--- src/rtl/ahb_slave_if_param_pkg.sv ---
// Shared AHB constants, error FSM state type and select-width helper for the
// AHB-to-APB bridge front end.
package ahb_apb_pkg;

    localparam logic [1:0] HTRANS_IDLE   = 2'b00;
    localparam logic [1:0] HTRANS_BUSY   = 2'b01;
    localparam logic [1:0] HTRANS_NONSEQ = 2'b10;
    localparam logic [1:0] HTRANS_SEQ    = 2'b11;

    localparam logic [1:0] HRESP_OKAY    = 2'b00;
    localparam logic [1:0] HRESP_ERROR   = 2'b01;

    typedef enum logic [1:0] {
        ST_IDLE = 2'b00,
        ST_ERR1 = 2'b01,
        ST_ERR2 = 2'b10
    } err_state_e;

    // One-hot select width; never narrower than one bit.
    function automatic int sel_w(input int n);
        return (n < 1) ? 1 : n;
    endfunction

endpackage

--- src/rtl/ahb_slave_if_param_if.sv ---
// AHB-Lite slave side bundle plus the pipelined outputs handed to the APB FSM.
interface ahb_slave_if_param_if
    import ahb_apb_pkg::*;
#(
    parameter int ADDR_W     = 32,
    parameter int DATA_W     = 32,
    parameter int NUM_SLAVES = 3
) ();
    localparam int SEL_W = sel_w(NUM_SLAVES);

    logic              hready_in;
    logic [1:0]        htrans;
    logic              hwrite;
    logic [2:0]        hsize;
    logic [ADDR_W-1:0] haddr;
    logic [DATA_W-1:0] hwdata;
    logic [DATA_W-1:0] prdata;
    logic              bridge_ready;

    logic              valid;
    logic [SEL_W-1:0]  selx;
    logic              hwritereg;
    logic              hwritereg_1;
    logic [ADDR_W-1:0] haddr_1;
    logic [ADDR_W-1:0] haddr_2;
    logic [DATA_W-1:0] hwdata_1;
    logic [DATA_W-1:0] hwdata_2;
    logic              hready_out;
    logic [1:0]        hresp;
    logic [DATA_W-1:0] hrdata;

    modport slave (
        input  hready_in, htrans, hwrite, hsize, haddr, hwdata, prdata, bridge_ready,
        output valid, selx, hwritereg, hwritereg_1, haddr_1, haddr_2,
               hwdata_1, hwdata_2, hready_out, hresp, hrdata
    );

    modport master (
        output hready_in, htrans, hwrite, hsize, haddr, hwdata, prdata, bridge_ready,
        input  valid, selx, hwritereg, hwritereg_1, haddr_1, haddr_2,
               hwdata_1, hwdata_2, hready_out, hresp, hrdata
    );

endinterface

--- src/rtl/ahb_slave_if_param_decode.sv ---
// Combinational region decode: equal 2^REGION_LOG2 regions from BASE_ADDR,
// plus a transfer-size legality check against the data width.
module ahb_addr_decode
    import ahb_apb_pkg::*;
#(
    parameter int                ADDR_W      = 32,
    parameter int                DATA_W      = 32,
    parameter int                NUM_SLAVES  = 3,
    parameter logic [ADDR_W-1:0] BASE_ADDR   = ADDR_W'(32'h8000_0000),
    parameter int                REGION_LOG2 = 26
) (
    input  logic [ADDR_W-1:0]              haddr,
    input  logic [2:0]                     hsize,
    output logic                           mapped,
    output logic                           size_ok,
    output logic [sel_w(NUM_SLAVES)-1:0]   onehot
);
    logic [ADDR_W-1:0] offs;
    logic [ADDR_W-1:0] idx;

    assign offs    = haddr - BASE_ADDR;
    assign idx     = offs >> REGION_LOG2;
    assign mapped  = (haddr >= BASE_ADDR) && (idx < ADDR_W'(NUM_SLAVES));
    assign size_ok = (32'd8 << hsize) <= 32'(DATA_W);

    for (genvar i = 0; i < NUM_SLAVES; i++) begin : g_sel
        assign onehot[i] = mapped && (idx == ADDR_W'(i));
    end

endmodule

--- src/rtl/ahb_slave_if_param.sv ---
// AHB-Lite slave front end for the AHB-to-APB bridge. Define AHB_SLV_ERR_RESP_EN
// to enable the two-cycle ERROR response; otherwise bad transfers are dropped.
module ahb_slave_if_param
    import ahb_apb_pkg::*;
#(
    parameter int                ADDR_W      = 32,
    parameter int                DATA_W      = 32,
    parameter int                NUM_SLAVES  = 3,
    parameter logic [ADDR_W-1:0] BASE_ADDR   = ADDR_W'(32'h8000_0000),
    parameter int                REGION_LOG2 = 26
) (
    input  logic               hclk,
    input  logic               hreset,
    ahb_slave_if_param_if.slave bus
);
    localparam int SEL_W = sel_w(NUM_SLAVES);

    logic             active;
    logic             mapped;
    logic             size_ok;
    logic             cap;
    logic [SEL_W-1:0] onehot;

    ahb_addr_decode #(
        .ADDR_W      (ADDR_W),
        .DATA_W      (DATA_W),
        .NUM_SLAVES  (NUM_SLAVES),
        .BASE_ADDR   (BASE_ADDR),
        .REGION_LOG2 (REGION_LOG2)
    ) u_dec (
        .haddr   (bus.haddr),
        .hsize   (bus.hsize),
        .mapped  (mapped),
        .size_ok (size_ok),
        .onehot  (onehot)
    );

    assign active     = bus.hready_in &&
                        (bus.htrans == HTRANS_NONSEQ || bus.htrans == HTRANS_SEQ);
    assign bus.valid  = active && mapped && size_ok;
    assign cap        = bus.hready_in && bus.hready_out;
    assign bus.hrdata = bus.prdata;

    // hwdata arrives one phase late, so it shifts on the same accept as the address.
    always_ff @(posedge hclk or posedge hreset) begin
        if (hreset) begin
            bus.haddr_1     <= '0;
            bus.haddr_2     <= '0;
            bus.hwritereg   <= 1'b0;
            bus.hwritereg_1 <= 1'b0;
            bus.hwdata_1    <= '0;
            bus.hwdata_2    <= '0;
            bus.selx        <= '0;
        end else if (cap) begin
            bus.haddr_1     <= bus.haddr;
            bus.haddr_2     <= bus.haddr_1;
            bus.hwritereg   <= bus.hwrite;
            bus.hwritereg_1 <= bus.hwritereg;
            bus.hwdata_1    <= bus.hwdata;
            bus.hwdata_2    <= bus.hwdata_1;
            bus.selx        <= bus.valid ? onehot : '0;
        end
    end

`ifdef AHB_SLV_ERR_RESP_EN
    err_state_e state, state_nxt;
    logic       bad;

    assign bad = active && !(mapped && size_ok);

    always_ff @(posedge hclk or posedge hreset) begin
        if (hreset) state <= ST_IDLE;
        else        state <= state_nxt;
    end

    // Accept in IDLE is hready_in & bridge_ready; in ERR2 hready_out is forced high.
    always_comb begin
        state_nxt      = state;
        bus.hready_out = bus.bridge_ready;
        bus.hresp      = HRESP_OKAY;
        case (state)
            ST_IDLE: if (bus.bridge_ready && bad) state_nxt = ST_ERR1;
            ST_ERR1: begin
                bus.hready_out = 1'b0;
                bus.hresp      = HRESP_ERROR;
                state_nxt      = ST_ERR2;
            end
            ST_ERR2: begin
                bus.hready_out = 1'b1;
                bus.hresp      = HRESP_ERROR;
                state_nxt      = bad ? ST_ERR1 : ST_IDLE;
            end
            default: state_nxt = ST_IDLE;
        endcase
    end
`else
    assign bus.hready_out = bus.bridge_ready;
    assign bus.hresp      = HRESP_OKAY;
`endif

endmodule

--- src/flat_wrapper.sv ---
// flat-port wrapper written by rule: the top's interface ports become plain ports
module ahb_slave_if_param_flat import ahb_apb_pkg::*;
#(
    parameter int                ADDR_W      = 32,
    parameter int                DATA_W      = 32,
    parameter int                NUM_SLAVES  = 3,
    parameter logic [ADDR_W-1:0] BASE_ADDR   = ADDR_W'(32'h8000_0000),
    parameter int                REGION_LOG2 = 26
)
  (hclk, hreset, bus_hready_in, bus_htrans, bus_hwrite, bus_hsize, bus_haddr, bus_hwdata, bus_prdata, bus_bridge_ready, bus_valid, bus_selx, bus_hwritereg, bus_hwritereg_1, bus_haddr_1, bus_haddr_2, bus_hwdata_1, bus_hwdata_2, bus_hready_out, bus_hresp, bus_hrdata);
  ahb_slave_if_param_if #(.ADDR_W(ADDR_W), .DATA_W(DATA_W), .NUM_SLAVES(NUM_SLAVES)) bus_i ();
  input  logic hclk;
  input  logic hreset;
  input wire logic [$bits(bus_i.hready_in)-1:0] bus_hready_in;
  input wire logic [$bits(bus_i.htrans)-1:0] bus_htrans;
  input wire logic [$bits(bus_i.hwrite)-1:0] bus_hwrite;
  input wire logic [$bits(bus_i.hsize)-1:0] bus_hsize;
  input wire logic [$bits(bus_i.haddr)-1:0] bus_haddr;
  input wire logic [$bits(bus_i.hwdata)-1:0] bus_hwdata;
  input wire logic [$bits(bus_i.prdata)-1:0] bus_prdata;
  input wire logic [$bits(bus_i.bridge_ready)-1:0] bus_bridge_ready;
  output wire logic [$bits(bus_i.valid)-1:0] bus_valid;
  output wire logic [$bits(bus_i.selx)-1:0] bus_selx;
  output wire logic [$bits(bus_i.hwritereg)-1:0] bus_hwritereg;
  output wire logic [$bits(bus_i.hwritereg_1)-1:0] bus_hwritereg_1;
  output wire logic [$bits(bus_i.haddr_1)-1:0] bus_haddr_1;
  output wire logic [$bits(bus_i.haddr_2)-1:0] bus_haddr_2;
  output wire logic [$bits(bus_i.hwdata_1)-1:0] bus_hwdata_1;
  output wire logic [$bits(bus_i.hwdata_2)-1:0] bus_hwdata_2;
  output wire logic [$bits(bus_i.hready_out)-1:0] bus_hready_out;
  output wire logic [$bits(bus_i.hresp)-1:0] bus_hresp;
  output wire logic [$bits(bus_i.hrdata)-1:0] bus_hrdata;
  assign bus_i.hready_in = bus_hready_in;
  assign bus_i.htrans = bus_htrans;
  assign bus_i.hwrite = bus_hwrite;
  assign bus_i.hsize = bus_hsize;
  assign bus_i.haddr = bus_haddr;
  assign bus_i.hwdata = bus_hwdata;
  assign bus_i.prdata = bus_prdata;
  assign bus_i.bridge_ready = bus_bridge_ready;
  assign bus_valid = bus_i.valid;
  assign bus_selx = bus_i.selx;
  assign bus_hwritereg = bus_i.hwritereg;
  assign bus_hwritereg_1 = bus_i.hwritereg_1;
  assign bus_haddr_1 = bus_i.haddr_1;
  assign bus_haddr_2 = bus_i.haddr_2;
  assign bus_hwdata_1 = bus_i.hwdata_1;
  assign bus_hwdata_2 = bus_i.hwdata_2;
  assign bus_hready_out = bus_i.hready_out;
  assign bus_hresp = bus_i.hresp;
  assign bus_hrdata = bus_i.hrdata;
  ahb_slave_if_param #(.ADDR_W(ADDR_W), .DATA_W(DATA_W), .NUM_SLAVES(NUM_SLAVES), .BASE_ADDR(BASE_ADDR), .REGION_LOG2(REGION_LOG2)) u_core (.hclk(hclk), .hreset(hreset), .bus(bus_i));
endmodule
--- config.mk ---
export PLATFORM = sky130hd
export DESIGN_NAME = ahb_slave_if_param_flat
export DESIGN_NICKNAME = d
export VERILOG_FILES = /design/src/rtl/ahb_slave_if_param_pkg.sv /design/src/rtl/ahb_slave_if_param_if.sv /design/src/rtl/ahb_slave_if_param_decode.sv /design/src/rtl/ahb_slave_if_param.sv /design/src/flat_wrapper.sv
export SDC_FILE = /design/constraint.sdc
export NUM_CORES = 1
export LEC_CHECK = 0
export BUFFER_PORTS_ARGS = -buffer_cell sky130_fd_sc_hd__buf_2
export CAP_MARGIN = 20
export CORE_MARGIN = 2
export CORE_UTILIZATION = 40
export CTS_CLUSTER_SIZE = 25
export DETAILED_ROUTE_END_ITERATION = 16
export MAX_ROUTING_LAYER = met4
export PLACE_DENSITY = 0.68
export RECOVER_POWER = 25
export SLEW_MARGIN = 30
export SYNTH_ARGS = -nofsm -noshare
export SYNTH_HDL_FRONTEND = slang
export SYNTH_SLANG_ARGS = --single-unit
--- constraint.sdc ---
create_clock -name hclk -period 9.75 [get_ports hclk]
set_input_delay 1.4625 -clock hclk [delete_from_list [all_inputs] [get_ports hclk]]
set_output_delay 1.4625 -clock hclk [all_outputs]
set_load 0.005 [all_outputs]
After elaboration in Yosys (flattened, before gate mapping)

Cells that the tools add are included.

Output and inout port bits: 169
Register bits: 133
Input port bits: 106
Word-level logic and storage cells: 27

Reduce and logical (&&, ||, !) cells: 10
$lt $le $gt $ge: 3
Shifts and indexed selects: 1
Equal/unequal tests: 4
$add $sub $neg: 1
Mux-type cells: 1

Operators by type and width:

| operator               | count |
|---|---|
| $ge 32x32->1 const B   | 1 |
| $le 32x6->1 const B    | 1 |
| $logic_not 32->1       | 1 |
| $shl 4x3->32 const A   | 1 |
| $sub 32x32->32 const B | 1 |
| $logic_and 1x1->1      | 8 |
| $eq 6x1->1 const B     | 1 |
| $eq 6x2->1 const B     | 1 |
| $lt 6x2->1 const B     | 1 |
| $eq 2x2->1 const B     | 2 |
| $mux 3                 | 1 |
| $logic_or 1x1->1       | 1 |

Depth between registers and ports, before layout

Depth after elaboration: 6
Gate-level depth with buffers: 4

Hierarchy

Synthesis repeated with hierarchy kept, for this count alone.

Cells, all modules: 325
Area, all modules: 5506.5 µm²

By module, submodules not included:

| module             | cells each | times used | area each (µm²) | sequential area each (µm²) |
|---|---|---|---|---|
| ahb_slave_if_param | 319        | 1          | 5452.7          | 3328.2 |
| ahb_addr_decode    | 6          | 1          | 53.8            | 0.0 |

Worst setup path after synthesis

No wires, ideal clock.

Kind: input -> output
Start: input bus_hsize[1]
End: output bus_valid
Stages on the path: 2
Arrival: 2.157 ns
Setup slack: 6.130 ns
Required time: 8.287 ns
Cell sequence: a2111o_1 > a211oi_1

Longest elaborated chain between the ends: 3

Ends and longest elaborated chain:

| what               | line                            | text |
|---|---|---|
| start: declaration | flat_wrapper.sv:17              | `input wire logic [$bits(bus_i.hsize)-1:0] bus_hsize;` |
| $shl 4x3->32       | ahb_slave_if_param_decode.sv:24 | `assign size_ok = (32'd8 << hsize) <= 32'(DATA_W);` |
| $le 32x6->1        | ahb_slave_if_param_decode.sv:24 |  |
| $logic_and 1x1->1  | ahb_slave_if_param.sv:40        | `assign bus.valid = active && mapped && size_ok;` |
| end: declaration   | flat_wrapper.sv:22              | `output wire logic [$bits(bus_i.valid)-1:0] bus_valid;` |

No other way between the ends.

Worst setup path after layout

Start: input bus_hready_in
End: register u_core.bus.hwdata_1[17] (netlist name)

Longest elaborated chain between the ends: 1

Ends and longest elaborated chain:

| what                   | line                        | text |
|---|---|---|
| start: declaration     | flat_wrapper.sv:14          | `input wire logic [$bits(bus_i.hready_in)-1:0] bus_hready_in;` |
| $logic_and 1x1->1      | ahb_slave_if_param.sv:41    | `assign cap = bus.hready_in && bus.hready_out;` |
| end signal: assignment | ahb_slave_if_param.sv:59    | `bus.hwdata_1 <= bus.hwdata;` |
| end: declaration       | ahb_slave_if_param_if.sv:35 | `hwdata_1, hwdata_2, hready_out, hresp, hrdata` |

No other way between the ends.
A chain may end at the register's enable or synchronous reset.

==> results_tabular.tex <==
\begin{tabular}{lr}
\hline
Metric & Value \\
\hline
\multicolumn{2}{l}{\textbf{Pwr}} \\
\quad Sum of internal, switching and leakage power & 1.649 mW \\
\quad Maximum vdd drop & 0.1031 mV \\
\quad Leakage power summed over all cells & 3.428 nW \\
\quad Power Density & 235.5 nW/um\^{}2 \\
\multicolumn{2}{l}{\textbf{STA}} \\
\quad Final setup vio count & 0 \\
\quad Worst Tran Pin Value & 2933 ps \\
\quad Post-Route Setup TNS & 0 ps \\
\quad Max\_slew headroom & -95.67\% \\
\quad Minimum clock period after layout & 4719 ps \\
\quad Setup Skew & 6.940 ps \\
\quad Final Slew Violations & 93 \\
\quad Achievable clock frequency & 211.9 MHz \\
\quad Final number of hold-violating endpoints & 0 \\
\quad Unrepaired setup endpoints after global routing & false \\
\quad Final cycle utilization of the critical path & 48.40\% \\
\multicolumn{2}{l}{\textbf{GRT}} \\
\quad Antenna violations before repair & 0 \\
\quad First-pass GRT wire length & 17610 um \\
\quad Remaining Overflow, GRT & 0 \\
\quad GRT Overall Usage & 15.66\% \\
\quad Largest net degree at the start of global routing & 81 \\
\quad Vias in the first global route & 3446 \\
\multicolumn{2}{l}{\textbf{Cells and area}} \\
\quad Synthesis-to-finish area growth & 21.38\% \\
\quad Number of diodes & 0 \\
\quad Fill cell total of the finished layout & 1253 \\
\quad Layout cells sized above 1 & 61.58\% \\
\quad Nets@finish & 614 \\
\multicolumn{2}{l}{\textbf{Drt}} \\
\quad Vias per cell & 4.673 \\
\quad Total iterations of the first detailed-routing run & 4 \\
\quad Vias & 3262 \\
\quad DR DRC count & 0 \\
\quad First-iteration detailed-routing DRC count & 117 \\
\quad Final routed wirelength across all metal layers & 11460 um \\
\quad Remaining antenna violation count after routing & 0 \\
\quad Wire length per cell & 16.42 um \\
\multicolumn{2}{l}{\textbf{Floorplanning}} \\
\quad Height of the die & 124.1 um \\
\quad Die area & 15400 um\^{}2 \\
\quad Die W & 124.1 um \\
\quad Effective utilization at floorplan & 41.25\% \\
\quad Number of rows in the core area & 43 \\
\quad Ports & 275 \\
\quad Area inside the core boundary & 13990 um\^{}2 \\
\multicolumn{2}{l}{\textbf{Hold path}} \\
\quad Path class of the lowest-slack min-delay path & reg -> reg \\
\multicolumn{2}{l}{\textbf{Place}} \\
\quad Number of input and output port buffers inserted & 207 \\
\quad HPWL after detailed placement & 7962 um \\
\quad Final weighted congestion of routability-driven global placement & 0.7779 \\
\multicolumn{2}{l}{\textbf{Setup path}} \\
\quad Top cell family by delay on the critical path & simple AND/OR/NAND/NOR gates \\
\quad Worst-path cell with the longest stage delay & sky130\_fd\_sc\_hd\_\_and2\_0 \\
\quad Max stage delay on crit path & 2160 ps \\
\quad Class of the most critical setup path & in -> reg \\
\quad Kind of start point of the critical path & primary input \\
\quad Data arrival time at the worst-slack endpoint & 5010 ps \\
\quad Critical path data required time & 10040 ps \\
\quad CP Capture Type & register \\
\quad Sequence of cells on the critical path & buf\_2, and2\_0, buf\_6, mux2\_4 \\
\quad CP bufs+invs & 2 \\
\quad Maximum fanout encountered on the critical timing path & 64 \\
\multicolumn{2}{l}{\textbf{Synth}} \\
\quad Post-synth EDFFs & 0 \\
\quad Number of distinct library cell variants in the gate-level netlist after synthesis & 15 \\
\quad Avg Inst Size Synth & 17.59 um\^{}2 \\
\quad Portion of the post-synthesis area used by sequential elements & 57.68\% \\
\quad Cell types occupying the most area after synthesis & sky130\_fd\_sc\_hd\_\_dfrtp\_1 (58\%), sky130\_fd\_sc\_hd\_\_mux2\_4 (25\%), sky130\_fd\_sc\_hd\_\_mux2\_2 (6.4\%), sky130\_fd\_sc\_hd\_\_buf\_4 (4.6\%), sky130\_fd\_sc\_hd\_\_buf\_12 (3.8\%) \\
\quad Yosys top cell by area & sky130\_fd\_sc\_hd\_\_dfrtp\_1 \\
\quad Number of warnings reported in the yosys synthesis log & 0 \\
\quad Top-count cell post-synth & sky130\_fd\_sc\_hd\_\_dfrtp\_1 \\
\quad FFs w/ async S/R, synth & 100.0\% \\
\quad Number of synthesized register bits & 133 \\
\quad Fraction of post-synthesis cell area in the top cell type by area & 57.68\% \\
\quad Gate count after technology mapping & 328 \\
\quad Post-Synthesis Cell Area & 5771 um\^{}2 \\
\quad Cell types with the highest counts after synthesis & sky130\_fd\_sc\_hd\_\_dfrtp\_1 (133), sky130\_fd\_sc\_hd\_\_mux2\_4 (97), sky130\_fd\_sc\_hd\_\_buf\_4 (35), sky130\_fd\_sc\_hd\_\_mux2\_2 (33), sky130\_fd\_sc\_hd\_\_buf\_12 (11) \\
\quad Most used DFF post-synth & sky130\_fd\_sc\_hd\_\_dfrtp\_1 \\
\multicolumn{2}{l}{\textbf{Run status}} \\
\quad Violations in the final reports & max-capacitance violations, max-slew violations \\
\quad Status & finished with violations \\
\multicolumn{2}{l}{\textbf{CTS}} \\
\quad \# Post-CTS Setup Buffers & 0 \\
\quad Maximum root-to-sink buffer count & 2 \\
\quad Latest clock arrival within the worst-skew pair & 410 ps \\
\quad Clock input transition at the sequential cells of the worst setup and hold paths & 50 ps \\
\quad Number of buffers inserted during clock tree synthesis & 17 \\
\quad CTS resizes & 0 \\
\quad TritonCTS clock tree & yes \\
\quad CTS hold repair buffers & 0 \\
\quad CTS sink count & 133 \\
\quad H-tree depth & 4 \\
\quad CTS root buffer & sky130\_fd\_sc\_hd\_\_clkbuf\_16 \\
\multicolumn{2}{l}{\textbf{Run}} \\
\quad Max cap viols & 2 \\
\hline
\end{tabular}
[routing by layer]
metal | routed length, um | part of all wire (%) | up-vias | track usage, %
met2 | 5558 | 48 | 136 | 24.18
met3 | 767 | 6.7 | 35 | 4.991
met4 | 252 | 2.2 | 0 | 7.163
met1 | 4882 | 43 | 1625 | 18.76
li1 | - | - | 1466 | -
met5 | 0 | 0 | - | -
[area by class of cell]
class	count	area (um^2)	share of cell area [%]
well taps	180	225.2	3.215
clock buffers	24	471.7	6.735
flip-flops and latches	133	3328	47.52
repair buffers	209	1033	14.76
multi-input cells	143	1829	26.12
clock inverters	5	100.1	1.429
inverters	4	16.27	0.2322
[state kept, by name, indices dropped and copies added, names as in the netlist]
register	cells
u_core.bus.haddr_1	32
u_core.bus.haddr_2	32
u_core.bus.hwdata_1	32
u_core.bus.hwdata_2	32
u_core.bus.selx	3
u_core.bus.hwritereg	1
u_core.bus.hwritereg_1	1
[where the power goes]
group          switching, mW  internal, mW
Sequential            0.0647         0.659
Clock                  0.217         0.410
Combinational          0.112         0.186
Total                  0.394          1.26
[metrics by stage]
step / cells / setup slack, ps / hold WS (ps) / area, um^2 / utilization, %
finish: 698 / 5031 / 486.4 / 7004 / 50.07
global route: 698 / 4849 / 510.3 / 7004 / 50.07
CTS: 698 / 5826 / 502.1 / 7131 / 50.98
detailed placement: 669 / 5840 / 487.2 / 6559 / 46.89
global placement: 669 / 5854 / 481.7 / 6555 / 46.86
floorplan: 329 / 4733 / 504.1 / 5774 / -
[cells by family (layout without fill, tap and decap cells)]
| group | after synthesis | count (layout) | synth area share (%) |
|---|---|---|---|
| muxes | 130 | 130 | 31.68 |
| buffers and inverters | 53 | 242 | 8.890 |
| and+or+nand+nor | 6 | 6 | 0.9108 |
| AOI/OAI and AO/OA | 5 | 5 | 0.7807 |
| DFF | 133 | 133 | 57.68 |
| other | 1 | 2 | 0.06499 |
[cell usage in the layout, fill, tap and decap left out]
cell,netlist,routed
sky130_fd_sc_hd__mux2_2,33,34
sky130_fd_sc_hd__nand2_2,1,1
sky130_fd_sc_hd__a211oi_1,1,1
sky130_fd_sc_hd__conb_1,1,2
sky130_fd_sc_hd__clkinv_2,0,2
sky130_fd_sc_hd__o32ai_1,3,3
sky130_fd_sc_hd__mux2_1,0,26
sky130_fd_sc_hd__clkinvlp_2,0,1
sky130_fd_sc_hd__nand4b_1,3,3
sky130_fd_sc_hd__dfrtp_1,133,133
sky130_fd_sc_hd__a2111o_1,1,1
sky130_fd_sc_hd__and2_0,0,1
sky130_fd_sc_hd__clkbuf_1,0,25
sky130_fd_sc_hd__inv_1,4,3
sky130_fd_sc_hd__bufinv_16,0,3
sky130_fd_sc_hd__buf_6,0,2
sky130_fd_sc_hd__buf_2,3,187
sky130_fd_sc_hd__mux2_4,97,70
sky130_fd_sc_hd__clkbuf_16,0,17
sky130_fd_sc_hd__clkbuf_8,0,2
sky130_fd_sc_hd__nand4bb_1,1,1
[path summary, 6_finish.rpt]
kind                                         start                      end  slack [ps]  depth (start not counted)
setup / recovery                     bus_hready_in  u_core.bus.hwdata_1[17]        5030                          4
hold / removal             u_core.bus.hwdata_2[29]  u_core.bus.hwdata_2[29]         490                          1
setup reg to reg           u_core.bus.hwdata_1[24]  u_core.bus.hwdata_2[24]        8930                          1
hold reg to reg            u_core.bus.hwdata_2[29]  u_core.bus.hwdata_2[29]         490                          1
max in group asynchronous                   hreset   u_core.bus.haddr_2[17]        6580                          3
min in group asynchronous                   hreset   u_core.bus.haddr_1[21]        1670                          2
Note: power is estimated with default switching activity, not from simulation.
